==> src/rtl/sisc_mux_pkg.sv <==
// Shared definitions for the SISC datapath mux family: mode encodings and
// the width helper used to derive select widths.
package sisc_mux_pkg;

    typedef enum logic {
        MODE_SEL = 1'b0,
        MODE_RR  = 1'b1
    } mode_e;

    // Ceiling log2, never below 1 so a select port always has at least one bit.
    function automatic int clog2(input int n);
        int r;
        r = 1;
        for (int unsigned i = 1; i < 31; i++) begin
            if ((32'd1 << i) < 32'(n)) r = int'(i) + 1;
        end
        return r;
    endfunction

endpackage

==> src/rtl/mux_n_reg_rr_arbiter.sv <==
// Round-robin arbiter: grants the first requester after the last accepted
// index, wrapping NUM_IN-1 -> 0; the pointer moves only when a grant is taken.
module rr_arbiter #(
    parameter int NUM_IN = 3,
    parameter int SEL_W  = 2
) (
    input  logic              clk,
    input  logic              rst,
    input  logic [NUM_IN-1:0] req,
    input  logic              advance,
    output logic [NUM_IN-1:0] grant,
    output logic [SEL_W-1:0]  idx,
    output logic              any
);

    localparam int unsigned N = NUM_IN;

    logic [SEL_W-1:0] ptr;
    int unsigned      cand;

    always_ff @(posedge clk or posedge rst) begin
        if (rst) begin
            ptr <= SEL_W'(NUM_IN - 1);
        end else if (advance) begin
            ptr <= idx;
        end
    end

    // Search ptr+1, ptr+2, ... modulo N; the first valid request wins.
    always_comb begin
        grant = '0;
        idx   = '0;
        any   = 1'b0;
        cand  = 0;
        for (int unsigned k = 1; k <= N; k++) begin
            cand = 32'(ptr) + k;
            if (cand >= N) cand = cand - N;
            for (int unsigned i = 0; i < N; i++) begin
                if (!any && i == cand && req[i]) begin
                    any      = 1'b1;
                    grant[i] = 1'b1;
                    idx      = SEL_W'(i);
                end
            end
        end
    end

endmodule

==> src/rtl/mux_n_reg.sv <==
// Registered NUM_IN-way merge with explicit or round-robin selection and a
// 1-deep valid/ready output stage.
module mux_n_reg
    import sisc_mux_pkg::*;
#(
    parameter int WIDTH  = 16,
    parameter int NUM_IN = 3,
    parameter int SEL_W  = clog2(NUM_IN)
) (
    input  logic                    clk,
    input  logic                    rst,
    input  logic [NUM_IN*WIDTH-1:0] in_data,
    input  logic [NUM_IN-1:0]       in_valid,
    output logic [NUM_IN-1:0]       in_ready,
    input  logic [SEL_W-1:0]        sel,
    input  logic                    mode,
    output logic [WIDTH-1:0]        out_data,
    output logic                    out_valid,
    input  logic                    out_ready,
    output logic [SEL_W-1:0]        out_src
);

    localparam int unsigned N = NUM_IN;
    localparam int unsigned W = WIDTH;

    logic              rr_mode;
    logic              load_en;
    logic              transfer;
    logic [SEL_W-1:0]  sel_clamp;
    logic [SEL_W-1:0]  chosen;
    logic [NUM_IN-1:0] sel_onehot;
    logic [NUM_IN-1:0] pick_onehot;
    logic [WIDTH-1:0]  src_data;
    logic [NUM_IN-1:0] arb_grant;
    logic [SEL_W-1:0]  arb_idx;
    logic              arb_any;

    assign rr_mode = (mode_e'(mode) == MODE_RR);
    assign load_en = !out_valid || out_ready;

    rr_arbiter #(
        .NUM_IN (NUM_IN),
        .SEL_W  (SEL_W)
    ) u_arb (
        .clk     (clk),
        .rst     (rst),
        .req     (in_valid),
        .advance (transfer && rr_mode),
        .grant   (arb_grant),
        .idx     (arb_idx),
        .any     (arb_any)
    );

    // Out-of-range explicit selects fall back to the last source.
    assign sel_clamp = (int'(sel) < NUM_IN) ? sel : SEL_W'(NUM_IN - 1);

    always_comb begin
        sel_onehot = '0;
        for (int unsigned i = 0; i < N; i++) begin
            sel_onehot[i] = (sel_clamp == SEL_W'(i));
        end
        chosen      = rr_mode ? arb_idx : sel_clamp;
        pick_onehot = rr_mode ? (arb_any ? arb_grant : '0) : sel_onehot;
        src_data    = '0;
        for (int unsigned i = 0; i < N; i++) begin
            if (pick_onehot[i]) src_data = in_data[i*W +: W];
        end
        in_ready = (load_en && !rst) ? pick_onehot : '0;
    end

    assign transfer = |(in_ready & in_valid);

    always_ff @(posedge clk or posedge rst) begin
        if (rst) begin
            out_valid <= 1'b0;
            out_data  <= '0;
            out_src   <= '0;
        end else if (transfer) begin
            out_valid <= 1'b1;
            out_data  <= src_data;
            out_src   <= chosen;
        end else if (out_ready) begin
            out_valid <= 1'b0;
        end
    end

endmodule
==> config.mk <==
export PLATFORM = sky130hd
export DESIGN_NAME = mux_n_reg
export DESIGN_NICKNAME = d
export VERILOG_FILES = /design/src/rtl/sisc_mux_pkg.sv /design/src/rtl/mux_n_reg_rr_arbiter.sv /design/src/rtl/mux_n_reg.sv
export SDC_FILE = /design/constraint.sdc
export NUM_CORES = 1
export LEC_CHECK = 0
export CAP_MARGIN = 20
export CORE_UTILIZATION = 39
export CTS_BUF_LIST = sky130_fd_sc_hd__clkbuf_16
export DETAILED_ROUTE_END_ITERATION = 10
export PLACE_DENSITY = 0.77
export SYNTH_ARGS = -nofsm -noshare
export SYNTH_HDL_FRONTEND = slang
export SYNTH_SLANG_ARGS = --single-unit
==> constraint.sdc <==
create_clock -name clk -period 2.77 [get_ports clk]
set_input_delay 0.831 -clock clk [delete_from_list [all_inputs] [get_ports clk]]
set_output_delay 0.831 -clock clk [all_outputs]
set_load 0.01 [all_outputs]
# Yosys cells after proc, flatten, opt, wreduce, memory -nomap -nowiden
# Index checks and enable logic that the tools add are counted.
# classes
addsub	6
magnitude_cmp	4
eq_ne	8
mux	38
bitwise	1
reduce_logical	36
# op_table
cell	count
$eq 1x32->1 const A	3
$eq 2x32->1 const A	3
$ge 32x2->1 const B	3
$logic_not 32->1	3
$mux 32	3
$sub 32x2->32 const B	3
$mux 16	3
$mux 1	20
$logic_and 1x1->1	19
$mux 2	9
$logic_not 1->1	10
$mux 3	3
$add 2x2->3 const B	2
$add 2x1->3 const B	1
$and 3x3->3	1
$reduce_or 3->1	1
$eq 2x1->1 const B	1
$eq 2x2->1 const B	1
$logic_not 2->1	1
$lt 2x2->1 const B	1
$reduce_bool 2->1	1
$logic_or 1x1->1	1
# word_totals
register_bits	21
output_inout_bits	22
wordCells	97

# Depth between registers and ports, before layout
# depth
ltp_word	44
depth_mapped	10
mapped_depth_nobuf	8

# By module
# Synthesis repeated with hierarchy kept, for this count alone.
# unflattened
cells_unflattened	174
area_unflattened_um2	1655.3
# modules_own_cells
mod	n_inst	cells_per_inst	area_per_inst_um2	seq_area_each_um2
mux_n_reg	1	141	1365.1	475.5
rr_arbiter	1	33	290.3	51.3

# Worst setup path before layout
# OpenSTA, ideal clock, no wires.
# synth_path
kind	reg2out
startpoint	register u_arb.ptr[1]
endpoint	output port in_ready[0]
arrival_ns	2.006
slack_ns	-0.067
stages_incl_launch_ff	10
n_path_buf	2
path_cell_list	dfstp_2 -> inv_1 -> ha_1 -> nand2b_2 -> o221ai_1 -> a21boi_1 -> and2_1 -> clkbuf_8 -> clkbuf_8 -> o21a_1
# synth_via
elab_chain_cells	41
# synth_rtl
item	line_no	source
from (decl)	mux_n_reg_rr_arbiter.sv:18	logic [SEL_W-1:0] ptr;
from (signal assigned)	mux_n_reg_rr_arbiter.sv:23	ptr <= SEL_W'(NUM_IN - 1);
from (signal assigned)	mux_n_reg_rr_arbiter.sv:25	ptr <= idx;
$add 2x1->3	mux_n_reg_rr_arbiter.sv:36	cand = 32'(ptr) + k;
$sub 32x2->32 / $ge 32x2->1 (equally long branches)	mux_n_reg_rr_arbiter.sv:37	if (cand >= N) cand = cand - N;
$mux 32	mux_n_reg_rr_arbiter.sv:37	
$logic_not 32->1	mux_n_reg_rr_arbiter.sv:39	if (!any && i == cand && req[i]) begin
$logic_and 1x1->1	mux_n_reg_rr_arbiter.sv:39	
$mux 1	mux_n_reg_rr_arbiter.sv:39	
$logic_not 1->1	mux_n_reg_rr_arbiter.sv:39	
$logic_and 1x1->1 (2 in series)	mux_n_reg_rr_arbiter.sv:39	
[... 21 more ...]	n/a	
$logic_not 1->1	mux_n_reg_rr_arbiter.sv:39	
$logic_and 1x1->1 (2 in series)	mux_n_reg_rr_arbiter.sv:39	
$mux 1	mux_n_reg_rr_arbiter.sv:39	
$logic_not 1->1	mux_n_reg_rr_arbiter.sv:39	
$logic_and 1x1->1 (2 in series)	mux_n_reg_rr_arbiter.sv:39	
$mux 1	mux_n_reg_rr_arbiter.sv:39	
$mux 3 (*) (2 in series)	mux_n_reg.sv:63	pick_onehot = rr_mode ? (arb_any ? arb_grant : '0) : sel_onehot;
$mux 3 (*)	mux_n_reg.sv:68	in_ready = (load_en && !rst) ? pick_onehot : '0;
to (decl)	mux_n_reg.sv:14	output logic [NUM_IN-1:0] in_ready,
# Mark *: on every way between the ends. The rest lies on a longest branch, timed or not.

# Worst setup path after layout
# layout_path
startpoint	register u_arb.ptr[1]
endpoint	output port in_ready[1]
# The elaborated chain is that of the path after synthesis.

==> flow_summary.json <==
{
  "path_cells": "inv_4, ha_4, mux2i_4, o32ai_2, and2_4, a21oi_2, nor2b_1, buf_2",
  "rrSetupSlack_ns": 0.15,
  "hold-path-endpoint": "out_data[15]",
  "cp-end-kind": "output pin",
  "port_buffers": 78,
  "drv_cap": 0,
  "grt_max_degree": 19,
  "critPathMaxStageDelay_ns": 0.56,
  "p_leak_nw": 1.342,
  "dieWidth_um": 70.98,
  "cts-root-buf": "clkbuf_16",
  "grt_setup_unrepaired": "yes",
  "tritoncts": "yes",
  "grt_pass1_vias": 1902,
  "num_rows": 24,
  "hold_violations": 0,
  "drt_wl_total_mm": 5.473,
  "hold_depth": 1,
  "synth_fp_nets": 247,
  "num-nets-final": 351,
  "pre_cts_slack_ns": -0.6907,
  "clock_latency_ns": 0.25,
  "reg2reg_from": "u_arb.ptr[1]",
  "avgRoutedWirePerCell_um": 16.00,
  "seq_area_um2": 526.8,
  "min_path_type": "flip-flop to flip-flop",
  "pin_count": 79,
  "die_h_um": 70.98,
  "core-area_um2": 4474,
  "synth-seq-area-share_pct": 28.39,
  "htreeDepth": 1,
  "violations": "design-rule violations, negative setup slack",
  "synth_flop_cell": "dfrtp_1",
  "via_per_inst": 5.596,
  "ctsLongestPathBuffers": 2,
  "tightestPinTransition_ns": 0.2885,
  "hpwl_mm": 3.941,
  "route.detailed.drc": 6,
  "layout_setup_ws_ns": -0.04497,
  "synth_seq_cells": 21,
  "skew_ns": 0.004352,
  "fin_crit_sh_pct": 101.6,
  "drtAntennaViolNets": 0,
  "syn_inst": 187,
  "grt_use_total_pct": 21.69,
  "antenna_found_initial": 0,
  "synth_cell_types": 46,
  "arrival_ns": 1.98,
  "slew_headroom_pct": 80.64,
  "ys_async_sr_fraction_pct": 100.0,
  "fin_setup_tns_ns": -0.04497,
  "cts-buffers-inserted": 3,
  "gp_congestion": 0.8818,
  "numClockSinks": 21,
  "syn_area_um2": 1856,
  "clock.fmax_mhz": 355.2,
  "grt_first_pass_wirelength_mm": 8.728,
  "area_growth_pct": 63.65,
  "synth_warnings": 0,
  "cellPowerDensity_nw_per_um2": 766.1,
  "cp_max_fo": 3,
  "multi_input_area_um2": 1260,
  "crit_slowest_cell": "dfstp_2",
  "start_util_pct": 41.47,
  "drive_above_1_share_pct": 28.97,
  "cp-start-kind": "flip-flop",
  "synth_edf_count": 0,
  "vias": 1914,
  "r2r_cells": 12,
  "hold_start": "out_data[15]",
  "place_inst": 329,
  "status": "complete, but fails checks",
  "fp.dieArea_um2": 5037,
  "first_iter_violations": 128,
  "final_cell_count_no_fill": 342,
  "utilization_pct": 67.87,
  "clk_pin_slew_ns": 0.06,
  "period_minus_slack_ns": 2.815,
  "antennaDiodeCount": 0,
  "nFillCells": 347,
  "grt-ovfl-total": 0,
  "cp.required_ns": 1.94,
  "avgSynthCellArea_um2": 9.923,
  "worst-setup-path-type": "flip-flop to output pin",
  "first_pass_iters": 8,
  "r2r-end": "out_data[1]",
  "vdd_drop_max_mv": 0.5257,
  "setup-violations-final": 1,
  "drv_slew": 0
}
-- worst max-delay path: cells and delay by family, from the launching register on --
kind                       cells  cell delay, ns
DFF                            1            0.56
and+or+nand+nor                2            0.32
AOI/OAI and AO/OA              2            0.29
buffers and inverters          2            0.19
muxes                          1            0.19
adders and majority gates      1            0.18
-- per-layer routing --
layer | up-vias | track usage, % | share of wire, % | wire [µm]
met5 | - | 0 | 0 | 0
met4 | 0 | 5.778 | 1.3 | 72
met3 | 8 | 3.276 | 4.2 | 229
met2 | 65 | 39.64 | 53 | 2917
met1 | 915 | 26.51 | 41 | 2253
li1 | 926 | - | - | -
-- cell families (layout without fill, tap and decap cells) --
family	after synthesis	in the layout	synth area share (%)
AO/OA/AOI/OAI	70	70	30.75
adder cells (fa/ha/maj)	3	3	2.023
flip-flops	21	21	28.39
multiplexers	34	34	21.51
buffers and inverters	24	127	8.497
AND/OR/NAND/NOR	35	35	8.834
-- cells in the mapped netlist (4+ instances only) --
master / n / area (µm²)
a221o_1: 15 / 150.1
inv_1: 7 / 26.28
mux2_2: 7 / 78.83
mux2i_1: 17 / 170.2
mux2_4: 10 / 150.1
nor2_1: 20 / 75.07
dfrtp_1: 20 / 500.5
o2bb2ai_1: 17 / 148.9
buf_2: 4 / 20.02
a21oi_1: 18 / 90.09
clkbuf_1: 5 / 18.77
-- state kept, by name, indices dropped and copies added (netlist names) --
signal,flops
u_arb.ptr,2
out_data,16
out_valid,1
out_src,2
-- per-stage QoR --
stage / instance area [µm²] / hold slack, ns / total power, mW
floorplan: 1859 / 0.4823 / 1.255
global placement: 2813 / 0.4875 / 1.790
detailed placement: 2813 / 0.4939 / 1.813
CTS: 2990 / 0.5088 / 2.249
global route: 3037 / 0.5180 / 2.475
finish: 3037 / 0.5058 / 2.326
-- timing repair --
| action | in CTS | in global routing |
|---|---|---|
| hold buffers | 0 | 0 |
| endpoints found under the setup margin | 3 | 4 |
| resized for setup | 32 | 7 |
| buffers inserted | 7 | 2 |
| pin swaps | 6 | 6 |
| endpoints found under the hold margin | 0 | 0 |
| gates cloned | 0 | 0 |
-- cell type report --
cell class	count	area share, %
repair buffers	115	35.31
well taps	52	2.143
inverters	8	1.071
flip-flops and latches	21	17.35
multi-input cells	142	41.49
clock buffers	3	2.472
clock inverters	1	0.1648
-- cells in the final DEF, fill, tap and decap left out, drive strengths merged, types with 2 or more instances in the layout --
master,instances
clkdlybuf4s50,70
buf,40
nor2,20
dfrtp,20
a21oi,19
o2bb2ai,17
mux2i,17
mux2,17
a221o,16
inv,8
clkbuf,4
nand2,3
ha,3
dlygate4sd2,3
and2,3
o21a,3
o21ai,3
nor3,2
nand2b,2
nor2b,2
a21boi,2
-- worst max path at each step --
stage                       from           to  slack, ns  cells past startpoint
global route        u_arb.ptr[1]  in_ready[1]      -0.12                      8
finish              u_arb.ptr[1]  in_ready[1]      -0.04                      8
detailed placement   in_valid[1]  in_ready[1]      -0.69                      7
CTS                 u_arb.ptr[1]  in_ready[1]      -0.03                      8
global placement     in_valid[1]  in_ready[1]      -0.66                      7
floorplan           u_arb.ptr[1]  in_ready[0]      0.003                      9
-- power by group --
group / switching (mW) / leakage (nW) / internal [mW]
registers: 0.0920 / 0.259 / 0.451
clock network: 0.114 / 0.0409 / 0.194
logic: 0.563 / 1.04 / 0.912
Power figures use the tool's default switching activity.
